$ cat src/rtl/pma_region_pkg.sv
// Shared encodings and types for the PMA region table: ctrl bit layout, field select, attributes.
// Pure declarations; no timing or flow control.
package pma_region_pkg;

   localparam int PMA_ADDR_W = 64;

   localparam int CTRL_EN      = 0;
   localparam int CTRL_EXEC    = 1;
   localparam int CTRL_CACHED  = 2;
   localparam int CTRL_NONIDEM = 3;
   localparam int CTRL_LOCK    = 7;

   // Bits of the ctrl word that are actually stored; the rest read back as zero.
   localparam logic [7:0] CTRL_MASK = 8'h8F;

   typedef enum logic [1:0] {
      SEL_BASE = 2'd0,
      SEL_LEN  = 2'd1,
      SEL_CTRL = 2'd2,
      SEL_RSVD = 2'd3
   } cfg_sel_e;

   typedef struct packed {
      logic nonidem;
      logic cached;
      logic exec;
   } pma_attr_t;

   typedef struct packed {
      logic [PMA_ADDR_W-1:0] base;
      logic [PMA_ADDR_W-1:0] length;
      logic [7:0]            ctrl;
   } pma_rule_t;

endpackage

$ cat src/rtl/pma_region_match.sv
// Single-rule region comparator: hit when enabled and addr lies in [base, base+length), clipped at 2^AW.
// Purely combinational; no flow control.
module pma_region_match #(
   parameter int AddrWidth = 64
) (
   input  logic [AddrWidth-1:0] i_addr,
   input  logic [AddrWidth-1:0] i_base,
   input  logic [AddrWidth-1:0] i_length,
   input  logic                 i_en,
   output logic                 o_match
);

   logic [AddrWidth-1:0] w_offset;

   // Offset form avoids computing base+length, so regions running past the top need no carry.
   assign w_offset = i_addr - i_base;
   assign o_match  = i_en && (i_addr >= i_base) && (w_offset < i_length);

endmodule

$ cat src/rtl/pma_region_table.sv
// CSR-programmable PMA rule table; config answers one cycle after request, lookup returns in 2 cycles.
// Lookup S2 holds while the consumer stalls and S1 holds behind it; config never stalls.
module pma_region_table
   import pma_region_pkg::*;
#(
   parameter int         NrRules     = 8,
   parameter int         AddrWidth   = 64,
   parameter logic [2:0] DefaultAttr = 3'b000
) (
   input  logic                 clk_i,
   input  logic                 rst_i,
   input  logic                 cfg_req_i,
   input  logic                 cfg_we_i,
   input  logic [3:0]           cfg_idx_i,
   input  logic [1:0]           cfg_sel_i,
   input  logic [AddrWidth-1:0] cfg_wdata_i,
   output logic                 cfg_rvalid_o,
   output logic [AddrWidth-1:0] cfg_rdata_o,
   output logic                 cfg_err_o,
   input  logic                 lu_valid_i,
   output logic                 lu_ready_o,
   input  logic [AddrWidth-1:0] lu_addr_i,
   output logic                 lu_valid_o,
   input  logic                 lu_ready_i,
   output logic                 lu_hit_o,
   output logic [3:0]           lu_idx_o,
   output logic                 lu_exec_o,
   output logic                 lu_cached_o,
   output logic                 lu_nonidem_o
);

   logic [AddrWidth-1:0] r_base [NrRules];
   logic [AddrWidth-1:0] r_len  [NrRules];
   logic [7:0]           r_ctrl [NrRules];

   logic                 r_cfg_rvalid;
   logic                 r_cfg_err;
   logic [AddrWidth-1:0] r_cfg_rdata;

   logic                 w_idx_ok;
   logic                 w_locked;
   logic                 w_err;
   logic                 w_wr;
   logic [AddrWidth-1:0] w_field;

   always_comb begin
      w_idx_ok = ({1'b0, cfg_idx_i} < 5'(NrRules));
      w_locked = 1'b0;
      w_field  = '0;
      for (int i = 0; i < NrRules; i++) begin
         if (cfg_idx_i == 4'(i)) begin
            w_locked = r_ctrl[i][CTRL_LOCK];
            case (cfg_sel_i)
               SEL_BASE: w_field = r_base[i];
               SEL_LEN:  w_field = r_len[i];
               SEL_CTRL: w_field = AddrWidth'(r_ctrl[i]);
               default:  w_field = '0;
            endcase
         end
      end
      w_err = !w_idx_ok || (cfg_sel_i == SEL_RSVD) || (cfg_we_i && w_locked);
      w_wr  = cfg_req_i && cfg_we_i && !w_err;
   end

   always_ff @(posedge clk_i or posedge rst_i) begin
      if (rst_i) begin
         for (int i = 0; i < NrRules; i++) begin
            r_base[i] <= '0;
            r_len[i]  <= '0;
            r_ctrl[i] <= '0;
         end
      end else if (w_wr) begin
         for (int i = 0; i < NrRules; i++) begin
            if (cfg_idx_i == 4'(i)) begin
               case (cfg_sel_i)
                  SEL_BASE: r_base[i] <= cfg_wdata_i;
                  SEL_LEN:  r_len[i]  <= cfg_wdata_i;
                  SEL_CTRL: r_ctrl[i] <= cfg_wdata_i[7:0] & CTRL_MASK;
                  default:  ;
               endcase
            end
         end
      end
   end

   always_ff @(posedge clk_i or posedge rst_i) begin
      if (rst_i) begin
         r_cfg_rvalid <= 1'b0;
         r_cfg_err    <= 1'b0;
         r_cfg_rdata  <= '0;
      end else begin
         r_cfg_rvalid <= cfg_req_i;
         r_cfg_err    <= cfg_req_i && w_err;
         r_cfg_rdata  <= (cfg_req_i && !cfg_we_i && !w_err) ? w_field : '0;
      end
   end

   assign cfg_rvalid_o = r_cfg_rvalid;
   assign cfg_err_o    = r_cfg_err;
   assign cfg_rdata_o  = r_cfg_rdata;

   logic [NrRules-1:0] w_match;
   pma_attr_t          w_attr [NrRules];

   for (genvar g = 0; g < NrRules; g++) begin : g_rule
      pma_region_match #(.AddrWidth(AddrWidth)) u_match (
         .i_addr   (lu_addr_i),
         .i_base   (r_base[g]),
         .i_length (r_len[g]),
         .i_en     (r_ctrl[g][CTRL_EN]),
         .o_match  (w_match[g])
      );
      assign w_attr[g] = '{nonidem: r_ctrl[g][CTRL_NONIDEM],
                           cached:  r_ctrl[g][CTRL_CACHED],
                           exec:    r_ctrl[g][CTRL_EXEC]};
   end

   logic               r_s1_valid;
   logic [NrRules-1:0] r_s1_match;
   pma_attr_t          r_s1_attr [NrRules];
   logic               r_s2_valid;
   logic               r_s2_hit;
   logic [3:0]         r_s2_idx;
   pma_attr_t          r_s2_attr;

   logic      w_s2_adv;
   logic      w_lu_ready;
   logic      w_hit;
   logic [3:0] w_idx;
   pma_attr_t w_res_attr;

   assign w_s2_adv   = !r_s2_valid || lu_ready_i;
   assign w_lu_ready = !r_s1_valid || w_s2_adv;

   // Descending scan so the lowest matching index is the last assignment and wins.
   always_comb begin
      w_hit      = 1'b0;
      w_idx      = '0;
      w_res_attr = pma_attr_t'(DefaultAttr);
      for (int i = NrRules - 1; i >= 0; i--) begin
         if (r_s1_match[i]) begin
            w_hit      = 1'b1;
            w_idx      = 4'(i);
            w_res_attr = r_s1_attr[i];
         end
      end
   end

   // S1 snapshots attributes too, so an in-flight lookup is immune to later writes.
   always_ff @(posedge clk_i or posedge rst_i) begin
      if (rst_i) begin
         r_s1_valid <= 1'b0;
         r_s1_match <= '0;
         for (int i = 0; i < NrRules; i++) r_s1_attr[i] <= '0;
         r_s2_valid <= 1'b0;
         r_s2_hit   <= 1'b0;
         r_s2_idx   <= '0;
         r_s2_attr  <= '0;
      end else begin
         if (w_lu_ready) begin
            r_s1_valid <= lu_valid_i;
            if (lu_valid_i) begin
               r_s1_match <= w_match;
               for (int i = 0; i < NrRules; i++) r_s1_attr[i] <= w_attr[i];
            end
         end
         if (w_s2_adv) begin
            r_s2_valid <= r_s1_valid;
            if (r_s1_valid) begin
               r_s2_hit  <= w_hit;
               r_s2_idx  <= w_idx;
               r_s2_attr <= w_res_attr;
            end
         end
      end
   end

   assign lu_ready_o   = w_lu_ready;
   assign lu_valid_o   = r_s2_valid;
   assign lu_hit_o     = r_s2_hit;
   assign lu_idx_o     = r_s2_idx;
   assign lu_exec_o    = r_s2_attr.exec;
   assign lu_cached_o  = r_s2_attr.cached;
   assign lu_nonidem_o = r_s2_attr.nonidem;

endmodule
$ cat config.mk
export PLATFORM = sky130hd
export DESIGN_NAME = pma_region_table
export DESIGN_NICKNAME = d
export VERILOG_FILES = /design/src/rtl/pma_region_pkg.sv /design/src/rtl/pma_region_match.sv /design/src/rtl/pma_region_table.sv
export SDC_FILE = /design/constraint.sdc
export NUM_CORES = 2
export LEC_CHECK = 0
export BUFFER_PORTS_ARGS = -buffer_cell sky130_fd_sc_hd__buf_2
export CORE_ASPECT_RATIO = 1.2
export CORE_MARGIN = 3
export CORE_UTILIZATION = 54
export CTS_BUF_LIST = sky130_fd_sc_hd__clkbuf_8
export DETAILED_ROUTE_END_ITERATION = 16
export MAX_ROUTING_LAYER = met4
export PLACE_DENSITY_LB_ADDON = 0.15
export SYNTH_ARGS = -nofsm -noshare
export SYNTH_HDL_FRONTEND = slang
export SYNTH_SLANG_ARGS = --single-unit
$ cat constraint.sdc
create_clock -name clk_i -period 81.9 [get_ports clk_i]
set_clock_uncertainty 0.05 [all_clocks]
set_input_delay 16.38 -clock clk_i [delete_from_list [all_inputs] [get_ports clk_i]]
set_output_delay 16.38 -clock clk_i [all_outputs]
set_load 0.03 [all_outputs]
# [Word-level counts from Yosys, hierarchy flattened]
# Index checks and enable logic that the tools add are counted.
[word_totals] regBits=1172 latchBits=0 mem_bits_rw=0 rom_bits=0 inputBits=140 out_inout_bits=76 wordCells=202 mem_count=0
[op_classes] addsub=8 multipliers=0 n_div=0 magnitude_cmp=17 eq_ne=10 shifts=0 mux=49 n_bitwise=0 n_reduce_logical=59
[ops] op="64-bit case mux with 3 select lines" count=8
[ops] op="64-bit two-way mux" count=9
[ops] op="64-bit >= comparator" count=8
[ops] op="64-bit < comparator" count=8
[ops] op="64-bit subtractor" count=8
[ops] op="3-bit AND reduction" count=24
[ops] op="4-bit two-way mux" count=7
[ops] op="3-bit two-way mux" count=9
[ops] op="1-bit logical AND" count=22
[ops] op="4-bit by 3-bit equality test with 1-bit output (second input constant)" count=4
[ops] op="1-bit two-way mux" count=16
[ops] op="4-bit by 2-bit equality test with 1-bit output (second input constant)" count=2
[ops] op="1-bit logical NOT" count=5
[ops] op="2-bit equality test (second input constant)" count=2
[ops] op="4-bit by 1-bit equality test with 1-bit output (second input constant)" count=1
[ops] op="4-bit logical NOT" count=1
[ops] op="1-bit logical OR" count=4
[ops] op="4-bit < comparator (second input constant)" count=1
[ops] op="2-bit AND reduction" count=2
[ops] op="2-bit by 1-bit equality test with 1-bit output (second input constant)" count=1
[ops] op="2-bit logical NOT" count=1

# [Longest topological paths before layout]
[depth] depth_word=14 mapped_depth=28 mapped_depth_nobuf=28

# [Cells and area by module]
# Synthesis repeated with hierarchy kept, for this count alone.
[hier_totals] hier_cells=10600 hier_area_um2=97792.5
[modules_own_cells] mod="pma_region_table" instances=1 cells_per_inst=3936 area_each_um2=53174.7 seq_area_each_um2=29303.1
[modules_own_cells] mod="pma_region_match (g_rule[0].u_match ...)" instances=6 cells_per_inst=827 area_each_um2=5540.3 seq_area_each_um2=0.0
[modules_own_cells] mod="pma_region_match (g_rule[1].u_match)" instances=1 cells_per_inst=864 area_each_um2=5716.7 seq_area_each_um2=0.0
[modules_own_cells] mod="pma_region_match (g_rule[7].u_match)" instances=1 cells_per_inst=838 area_each_um2=5659.2 seq_area_each_um2=0.0

# [Worst setup path after synthesis]
# No wires, ideal clock.
[synth_timing] path_type="input port to output port" from="in lu_ready_i" to="out lu_ready_o" arrival_ns=16.732 required_ns=65.470 setup_slack_ns=48.738 stages=1 path_buffers=0 path_cell_list="nand3b_1"
[synth_between] elab_chain_cells=2
[synth_rtl] element="start, declared" line="pma_region_table.sv:24" source="input logic lu_ready_i,"
[synth_rtl] element="1-bit logical OR" line="pma_region_table.sv:132" source="assign w_s2_adv = !r_s2_valid || lu_ready_i;"
[synth_rtl] element="1-bit logical OR" line="pma_region_table.sv:133" source="assign w_lu_ready = !r_s1_valid || w_s2_adv;"
[synth_rtl] element="end, declared" line="pma_region_table.sv:21" source="output logic lu_ready_o,"
# Every way passes these cells.

# [Worst setup path after layout]
# Same ends and word-level chain as after synthesis.

==> reports/metrics.yaml <==
run_status: "completed"
initial_core_util_pct: 54.5
pin_count: 216
r2r_slack_ns: 73.74
max_freq_ghz: 0.0300
holdPathEnd: "lu_idx_o[1]"
yosysTopAreaCell: "dfrtp_1"
synth-compound-area-share_pct: 16.4
place_congestion: 1.10
path_class: "in -> out"
grt_pass1_vias: 79900
first_pass_iters: 7
final-setup-viol-count: 0
clk_pin_slew_worst_paths_ns: 0.06
final_common_cell: "inv_1"
numCtsBuffers: 205
post-route-drc-count: 0
multi_input_area_um2: 59100
synthArstFlopShare_pct: 100
syn_avg_cell_area_um2: 9.32
critPathCaptureType: "output port"
clockRootBuffer: "clkbuf_8"
tightest_slew_ns: 1.41
hold_depth: 2
die-area_um2: 180000
syn-num-nets: 11300
seq_area_um2: 29300
worst-path-max-fanout: 3
p_leak_nw: 47.2
busiest_layer: "met2"
rsz0062_at_grt: "no"
wl_per_cell_um: 29.1
r2r_cells: 24
hold_buffers: 0
final.min_clock_period_ns: 33.31
drive_gt1_share_pct: 18.0
mostFrequentLayoutCells: "1229 x inv_1, 1171 x dfrtp_1, 1080 x mux2_2"
synth_flop_cell: "dfrtp_1"
post_synth_xor_area_fraction_pct: 4.37
die_h_um: 464
nNetsFinal: 11300
grt_pass1_wl_um: 530000
via_per_inst: 6.41
min_from: "lu_idx_o[1]"
cts_buffer_depth: 3
rows: 167
drv_cap: 0
ys_seq_area_share_pct: 31.1
synthTopCellsByArea: "dfrtp_1 31%, ha_1 13%, mux2_2 13%, inv_1 4.7%, mux2i_1 4.2%"
grt_max_degree: 151
use_met3_pct: 9.28
synth_enable_flop_cells: 0
peakVddDrop_mv: 0.0145
synth-seq-cells: 1171
overflow: 0
synthMuxAreaShare_pct: 18.6
grt_usage_pct: 41.0
clkLatencyLatePin_ns: 1.01
cts.sinks: 1171
dp_hpwl_um: 283000
regToRegStartpoint: "r_base[1]"
synth_area_um2: 94300
fin_setup_tns_ns: 0
synth_cells: 10100
drtIter0Drc: 7038
cts_setup_buffers: 0
port_buffers: 214
finalCritPeriodShare_pct: 40.7
use_met2_pct: 62.5
ys_warn_count: 0
drv_slew: 0
antenna_found_initial: 19
yosysTopAreaCellShare_pct: 31.1
hold_viol_final: 0
ctsResizeCount: 0
worstPathArrival_ns: 16.88
cts_tree: "built"
core_um2: 173000
synth_top_family_by_area: "multiplexers"
route.vias.total: 81100
cp_data_required_time_ns: 65.47
hold_class: "reg -> reg"
groute.layer.met1.usage_pct: 49.5
routed_wl_um: 368000
ys_types: 87
synthSimpleGateAreaFrac_pct: 9.40
dieWidth_um: 388
synth_fa_ha_area_share_pct: 13.6
dp_worst_setup_slack_ns: 48.59
final.setup.worst_slack_ns: 48.59
relSlewSlack_pct: 5.59
area_growth_pct: 8.31
nFillCells: 15600
start_kind: "input pin"
htree_num_levels: 4
powerDensity_nw_per_um2: 16.4
ant_nets: 0
holdWs_ns: 0.425
r2r-end: "r_s1_match[7]"
[where the power goes]
part           switching [W]  leakage [nW]  internal [W]
logic               0.000274          28.4      0.000165
clock network       0.000281          2.60      0.000329
registers          0.0000200          16.2      0.000603
[layer usage]
metal  up-vias  part of all wire, %
met1     40300                   40
met5         -                    0
met4         0                  7.5
met3      1003                  8.2
li1      36300                    -
met2      3429                   44
[worst max-delay path by stage]
stage	from	endpoint	slack, ns	depth (start not counted)
final	lu_ready_i	lu_ready_o	48.59	3
after detailed placement	lu_ready_i	lu_ready_o	48.59	3
after global routing	lu_ready_i	lu_ready_o	48.55	3
after global placement	lu_ready_i	lu_ready_o	48.58	3
after floorplan	rst_i	cfg_err_o	32.49	1
after CTS	lu_ready_i	lu_ready_o	48.59	3
[kinds of logic after synthesis]
logic type / after synthesis
muxes: 1540
buffers and inverters: 1633
other: 1
xor gates and xnor gates: 471
adders and majority gates: 1024
and+or+nand+nor: 1808
DFF: 1171
AOI/OAI and AO/OA: 2470
[area by class of cell]
type | count | area share [%]
multi-input cells | 7314 | 57.9
flip-flops and latches | 1171 | 28.7
inverters | 1173 | 4.32
clock buffers | 268 | 3.61
well taps | 2281 | 2.79
repair buffers | 311 | 1.80
clock inverters | 115 | 0.898
diodes | 13 | 0.0318
[state kept, by name, summed over array words and instances (netlist names)]
register	count
cfg_err_o	1
cfg_rdata_o	64
cfg_rvalid_o	1
lu_cached_o	1
lu_exec_o	1
lu_hit_o	1
lu_idx_o	3
lu_nonidem_o	1
lu_valid_o	1
r_base	512
r_ctrl	40
r_len	512
r_s1_attr	24
r_s1_match	8
r_s1_valid	1
[worst max-delay path: stages]
cell and delay (ns):
buf_2 0.10, nand3b_1 0.19, buf_2 0.20
[per-stage QoR]
step | utilization (%) | std cells | power (W) | cell area (um2)
CTS | 59.0 | 12600 | 0.00167 | 102000
finish | 59.0 | 12600 | 0.00167 | 102000
floorplan | - | 10100 | 0.000919 | 94300
detailed placement | 56.4 | 12300 | 0.00106 | 97500
global placement | 56.4 | 12300 | 0.00105 | 97500
global route | 59.0 | 12600 | 0.00175 | 102000
[Yosys cell counts (all sizes together) (43+ instances only)]
library cell and number:
o211ai 43, nor2b 116, dfrtp 1171, o22ai 132, o21a 67, clkbuf 414, a21o 445, inv 1173
nor3 139, buf 46, a21oi 759, and3 65, o21ai 497, xnor2 304, mux2 1080, nor2 374
ha 1016, mux4 61, o21bai 114, xor2 167, nand2b 108, nand2 528, a211oi 49, mux2i 399
a31oi 86, nand4 210, nand3 109
(Power assumes the default switching activity.)
